<file path="src/rtl/ibex_rvfi_trace_fifo.sv">
// ibex_rvfi_trace_fifo
// Captures retired-instruction records from the RVFI port, filters them and
// buffers them in a FIFO that is drained over a valid/ready stream.
// Ports:
//   clk_i, rst_i           clock, synchronous active-high reset
//   rvfi_*_i               retirement record from the core
//   mode_i                 0 off, 1 all, 2 trap|intr only, 3 PC window
//   pc_lo_i / pc_hi_i      inclusive PC window bounds for mode 3
//   clear_i                flush FIFO and clear overflow/drop accounting
//   out_valid_o/ready_i    head-of-FIFO stream handshake
//   out_data_o             {pc, insn, rd_wdata, rd_addr, trap, intr, mode}
//   level_o                entries held
//   overflow_o             sticky drop flag
//   drop_cnt_o             saturating count of dropped records
module ibex_rvfi_trace_fifo #(
    parameter int unsigned Depth         = 16,
    parameter bit          CaptureRdData = 1'b1,
    parameter int unsigned DropCntW      = 16
) (
    input  logic                       clk_i,
    input  logic                       rst_i,
    input  logic                       rvfi_valid_i,
    input  logic [31:0]                rvfi_pc_rdata_i,
    input  logic [31:0]                rvfi_insn_i,
    input  logic                       rvfi_trap_i,
    input  logic                       rvfi_intr_i,
    input  logic [1:0]                 rvfi_mode_i,
    input  logic [4:0]                 rvfi_rd_addr_i,
    input  logic [31:0]                rvfi_rd_wdata_i,
    input  logic [1:0]                 mode_i,
    input  logic [31:0]                pc_lo_i,
    input  logic [31:0]                pc_hi_i,
    input  logic                       clear_i,
    output logic                       out_valid_o,
    input  logic                       out_ready_i,
    output logic [104:0]               out_data_o,
    output logic [$clog2(Depth):0]     level_o,
    output logic                       overflow_o,
    output logic [DropCntW-1:0]        drop_cnt_o
);

    localparam int unsigned PtrW = $clog2(Depth);
    localparam int unsigned LvlW = PtrW + 1;
    localparam int unsigned RecW = 105;

    logic [RecW-1:0]     mem [Depth];
    logic [PtrW-1:0]     wptr_q, wptr_d, rptr_q, rptr_d;
    logic [LvlW-1:0]     level_q, level_d;
    logic                valid_q, valid_d;
    logic                ovf_q, ovf_d;
    logic [DropCntW-1:0] drop_q, drop_d;
    logic [RecW-1:0]     head_q, head_d;

    logic            match, accept, full, pop, push, drop;
    logic [RecW-1:0] rec;

    // Record filter: decides in the retirement cycle whether to keep it.
    always_comb begin
        match = 1'b0;
        case (mode_i)
            2'd0:    match = 1'b0;
            2'd1:    match = 1'b1;
            2'd2:    match = rvfi_trap_i | rvfi_intr_i;
            default: match = (rvfi_pc_rdata_i >= pc_lo_i) && (rvfi_pc_rdata_i <= pc_hi_i);
        endcase
        accept = rvfi_valid_i & match;
    end

    assign rec = {rvfi_pc_rdata_i, rvfi_insn_i,
                  (CaptureRdData ? rvfi_rd_wdata_i : 32'd0),
                  rvfi_rd_addr_i, rvfi_trap_i, rvfi_intr_i, rvfi_mode_i};

    // Next-state computation for pointers, level, accounting and head register.
    always_comb begin
        wptr_d  = wptr_q;
        rptr_d  = rptr_q;
        level_d = level_q;
        ovf_d   = ovf_q;
        drop_d  = drop_q;
        valid_d = 1'b0;
        head_d  = '0;

        full = (level_q == LvlW'(Depth));
        pop  = valid_q & out_ready_i;
        // A pop in the same cycle frees the slot, so a full FIFO still accepts.
        push = accept & (~full | pop) & ~clear_i;
        drop = accept & full & ~pop & ~clear_i;

        if (clear_i) begin
            wptr_d  = '0;
            rptr_d  = '0;
            level_d = '0;
            ovf_d   = 1'b0;
            drop_d  = '0;
        end else begin
            if (push) wptr_d = wptr_q + PtrW'(1);
            if (pop)  rptr_d = rptr_q + PtrW'(1);
            level_d = level_q + LvlW'(push) - LvlW'(pop);
            if (drop) begin
                ovf_d = 1'b1;
                if (drop_q != '1) drop_d = drop_q + DropCntW'(1);
            end
        end

        valid_d = (level_d != '0);
        // The new head is the record being written when it lands in the slot
        // the read pointer moves to (i.e. the FIFO was empty after any pop).
        if (valid_d) begin
            if (push && (wptr_q == rptr_d)) head_d = rec;
            else                            head_d = mem[rptr_d];
        end
    end

    // Storage array; contents need no reset since level gates visibility.
    always_ff @(posedge clk_i) begin
        if (!rst_i && push) mem[wptr_q] <= rec;
    end

    // State registers.
    always_ff @(posedge clk_i) begin
        if (rst_i) begin
            wptr_q  <= '0;
            rptr_q  <= '0;
            level_q <= '0;
            valid_q <= 1'b0;
            ovf_q   <= 1'b0;
            drop_q  <= '0;
            head_q  <= '0;
        end else begin
            wptr_q  <= wptr_d;
            rptr_q  <= rptr_d;
            level_q <= level_d;
            valid_q <= valid_d;
            ovf_q   <= ovf_d;
            drop_q  <= drop_d;
            head_q  <= head_d;
        end
    end

    assign out_valid_o = valid_q;
    assign out_data_o  = head_q;
    assign level_o     = level_q;
    assign overflow_o  = ovf_q;
    assign drop_cnt_o  = drop_q;

endmodule

</file>
<file path="config.mk">
export PLATFORM = sky130hd
export DESIGN_NAME = ibex_rvfi_trace_fifo
export DESIGN_NICKNAME = d
export VERILOG_FILES = /design/src/rtl/ibex_rvfi_trace_fifo.sv
export SDC_FILE = /design/constraint.sdc
export NUM_CORES = 2
export LEC_CHECK = 0
export ABC_CLOCK_PERIOD_IN_PS = 6050
export CAP_MARGIN = 20
export CORE_ASPECT_RATIO = 0.9
export CORE_UTILIZATION = 57
export CTS_CLUSTER_SIZE = 16
export DETAILED_ROUTE_END_ITERATION = 12
export DONT_BUFFER_PORTS = 1
export PLACE_DENSITY_LB_ADDON = 0.05
export RECOVER_POWER = 100
export SLEW_MARGIN = 20
export SYNTH_ARGS = -nofsm -noshare
export SYNTH_HDL_FRONTEND = slang
export SYNTH_SLANG_ARGS = --single-unit
</file>
<file path="constraint.sdc">
create_clock -name clk_i -period 6.05 [get_ports clk_i]
set_input_delay 0.9075 -clock clk_i [delete_from_list [all_inputs] [get_ports clk_i]]
set_output_delay 0.9075 -clock clk_i [all_outputs]
set_load 0.01 [all_outputs]
</file>
==> metrics.txt <==
run status=complete, but fails checks; failing checks=max-capacitance violations, max-slew violations; Fin. Hold Viols=0; Crit Path Max Fanout=22; CTS tree=built; Post-Syn Area=~70000 um^2; RD Place Congestion=roughly 0.84; share of layout cells above drive strength 1=between 20% and 30%; hold_buf cts=0; Max transition margin=-118.6%; Antenna Nets Post-Route=0; Sw Share=21.04%; Finish-stage setup viols=0; fin area=77970 um^2; unrepaired setup endpoints after global routing=no; placed inst area=roughly 73000 um^2; yosys warns=0; # DRC=0; NetSw=5.521 mW; Startpoint Class=primary input; Post-Syn Nets=around 3600; Seq cells post-synth=roughly 1800; Seq. cell area=53170 um^2; Filler Cells Inserted=just over 8000; routed wire length=166900 um; vias in the first global route=about 36000; top cell type's share of synthesized area=71.91%; Commonest cells post-synth=edfxtp_1 (1680), mux4_2 (420), nand2_1 (230); Fmax=between 0.15 and 0.2 GHz; count leader, synth=edfxtp_1; footprint of the multi-input gates=15920 um^2; Clock Skew=~28 ps; synth top area cells=edfxtp_1 (72%), mux4_2 (13%), dfxtp_1 (3.9%); Post-synth EDFFs=1680; slowest stage delay, CP=about 1500 ps; drt via density=between 6 and 7; Port Buffers=0; Static Leak=~25 nW; final worst-path cycle share=91.09%; DR vias=34210; Max stage delay cell, worst path=and3_1; Gate power share=about 5.3%; CTS Sinks=1816; largest net degree at the start of global routing=between 150 and 200; Site Rows=121; Core Region=121600 um^2; CTS Buf Count=176; WP data arrival=a little under 6000 ps; Die Area=124500 um^2; Yosys cell types=58; Clk pwr share=about 40%; gr usage total=between 20 and 30%; Crit path top cell by count=clkbuf_1; Remaining Overflow, GRT=0; Primary FF master, synth=edfxtp_1; DR pass1 iterations=5; DPL Wire Length=about 85000 um; Worst Tran Pin Value=3278 ps; die height=334.8 um; synth-to-layout area growth=11.13%; worst min path class=in2reg; CP Data Required Time=6450 ps; Starting Density=57.71%; I/O pin cnt=304; CTS root buffer=clkbuf_16; critical path capture point type=register; Slew Limit Fails=758; Seq/Total Area, Yosys=~76%; maximum VDD drop=0.2829 mV; layout net count=3700; post-route minimum period=5511 ps; clock latency at the later pin of the worst-skew pair=roughly 800 ps; critical path class=in2reg; H-tree Lvls=4; # Post-CTS Setup Buffers=0; Max clock buf depth=3; initial antenna violation count=1; DRT iter0 DRCs=3728; Syn Area/Cell=20.83 um^2; internal power=20.73 mW; P per Cell Area=336.6 nW/um^2; first-pass GRT wire length=242000 um; max-cap violations=13; PostCTS Resize Cnt=0; Yosys top cell by area=edfxtp_1; sequential power share=53.6%; Die Span X=371.8 um; Routed WL per cell=roughly 32 um; Setup TNS=0 ps; Post-Synthesis Cells=3368; post-synthesis async set-or-reset flop share=0%; CP Cell Sequence=inv_1 -> ha_1 -> and4_1 -> nor4b_1 -> clkbuf_1 -> a211oi_1 -> o22ai_1 -> o211ai_1 -> nor2_1 -> clkbuf_1 -> and3_1 -> clkbuf_2; Clock transition at path regs=60 ps
==> cell type report <==
class                   instances  share of cell area [%]
clock inverters                85                  0.9645
diodes                          1                0.003210
clock buffers                 239                   6.308
multi-input cells            1291                   20.42
inverters                      76                  0.3659
flip-flops and latches       1816                   68.20
well taps                    1599                   2.566
repair buffers                 86                   1.172
==> metal layers <==
layer | wire, um | global-route usage [%]
met1 | 69120 | 38.88
met2 | 81510 | 43.57
met5 | 0 | 0
met4 | 3362 | 7.246
met3 | 12890 | 5.740
==> kinds of logic after synthesis <==
logic type / after synthesis / synth area share (%)
flip-flops: 1816 / 75.79
multiplexers: 526 / 15.00
AND/OR/NAND/NOR: 357 / 2.276
AO/OA/AOI/OAI: 321 / 3.797
buffers and inverters: 261 / 1.627
adder cells (fa/ha/maj): 77 / 1.384
XOR/XNOR: 10 / 0.1248
==> placed cells by master (no fill, tap or decap), types with 22 or more instances in the layout <==
master and count:
a21oi_1 44, a221o_1 107, a22o_1 105, buf_12 28, buf_4 25, clkbuf_1 55
clkbuf_16 182, clkinv_1 31, clkinv_2 34, dfxtp_1 136, edfxtp_1 1680, ha_1 76
inv_1 76, mux2i_1 105, mux4_2 420, nand2_1 231, nand3_1 22
==> power by group through the flow <==
stage / clock network (mW) / registers, mW / logic (mW)
after floorplan: 0 / 14.3 / 0.959
after global placement: 0 / 14.4 / 1.34
after detailed placement: 0 / 14.3 / 1.38
after CTS: 10.9 / 14.1 / 1.39
after global routing: 11.4 / 14.1 / 1.50
final: 10.8 / 14.1 / 1.38
==> state kept, by name, summed over array words and instances (netlist names) <==
| signal | cells |
|---|---|
| wptr_q | 4 |
| out_data_o | 105 |
| mem | 1680 |
| level_o | 5 |
| rptr_q | 4 |
| out_valid_o | 1 |
| drop_cnt_o | 16 |
| overflow_o | 1 |
==> per-stage QoR <==
stage,worst slack [ps],hold WS (ps),power (mW),cells,utilization (%)
2_1_floorplan,296.8,499.6,15.23,3368,-
3_3_place_gp,343.7,520.1,15.69,4867,59.67
3_5_place_dp,309.8,539.6,15.73,4867,59.67
4_1_cts,1115,139.6,26.42,5191,64.33
5_1_grt,410.9,152.8,26.99,5193,64.13
6_report,538.8,199.4,26.25,5193,64.13
==> critical path: cells and delay by family <==
family | cells | cell delay, ps
AOI/OAI and AO/OA | 3 | 830
adders and majority gates | 1 | 300
buffers and inverters | 4 | 1610
and+or+nand+nor | 4 | 2200
==> path summary, 6_finish.rpt <==
path               startpoint            end  slack, ps  depth (start not counted)
setup / recovery  pc_lo_i[26]    mem[1][103]        540                         12
hold / removal          rst_i      rptr_q[1]        200                          1
setup reg to reg  out_valid_o  out_data_o[2]        780                          8
hold reg to reg     wptr_q[1]      wptr_q[1]        560                          2
Power figures use the tool's default switching activity.
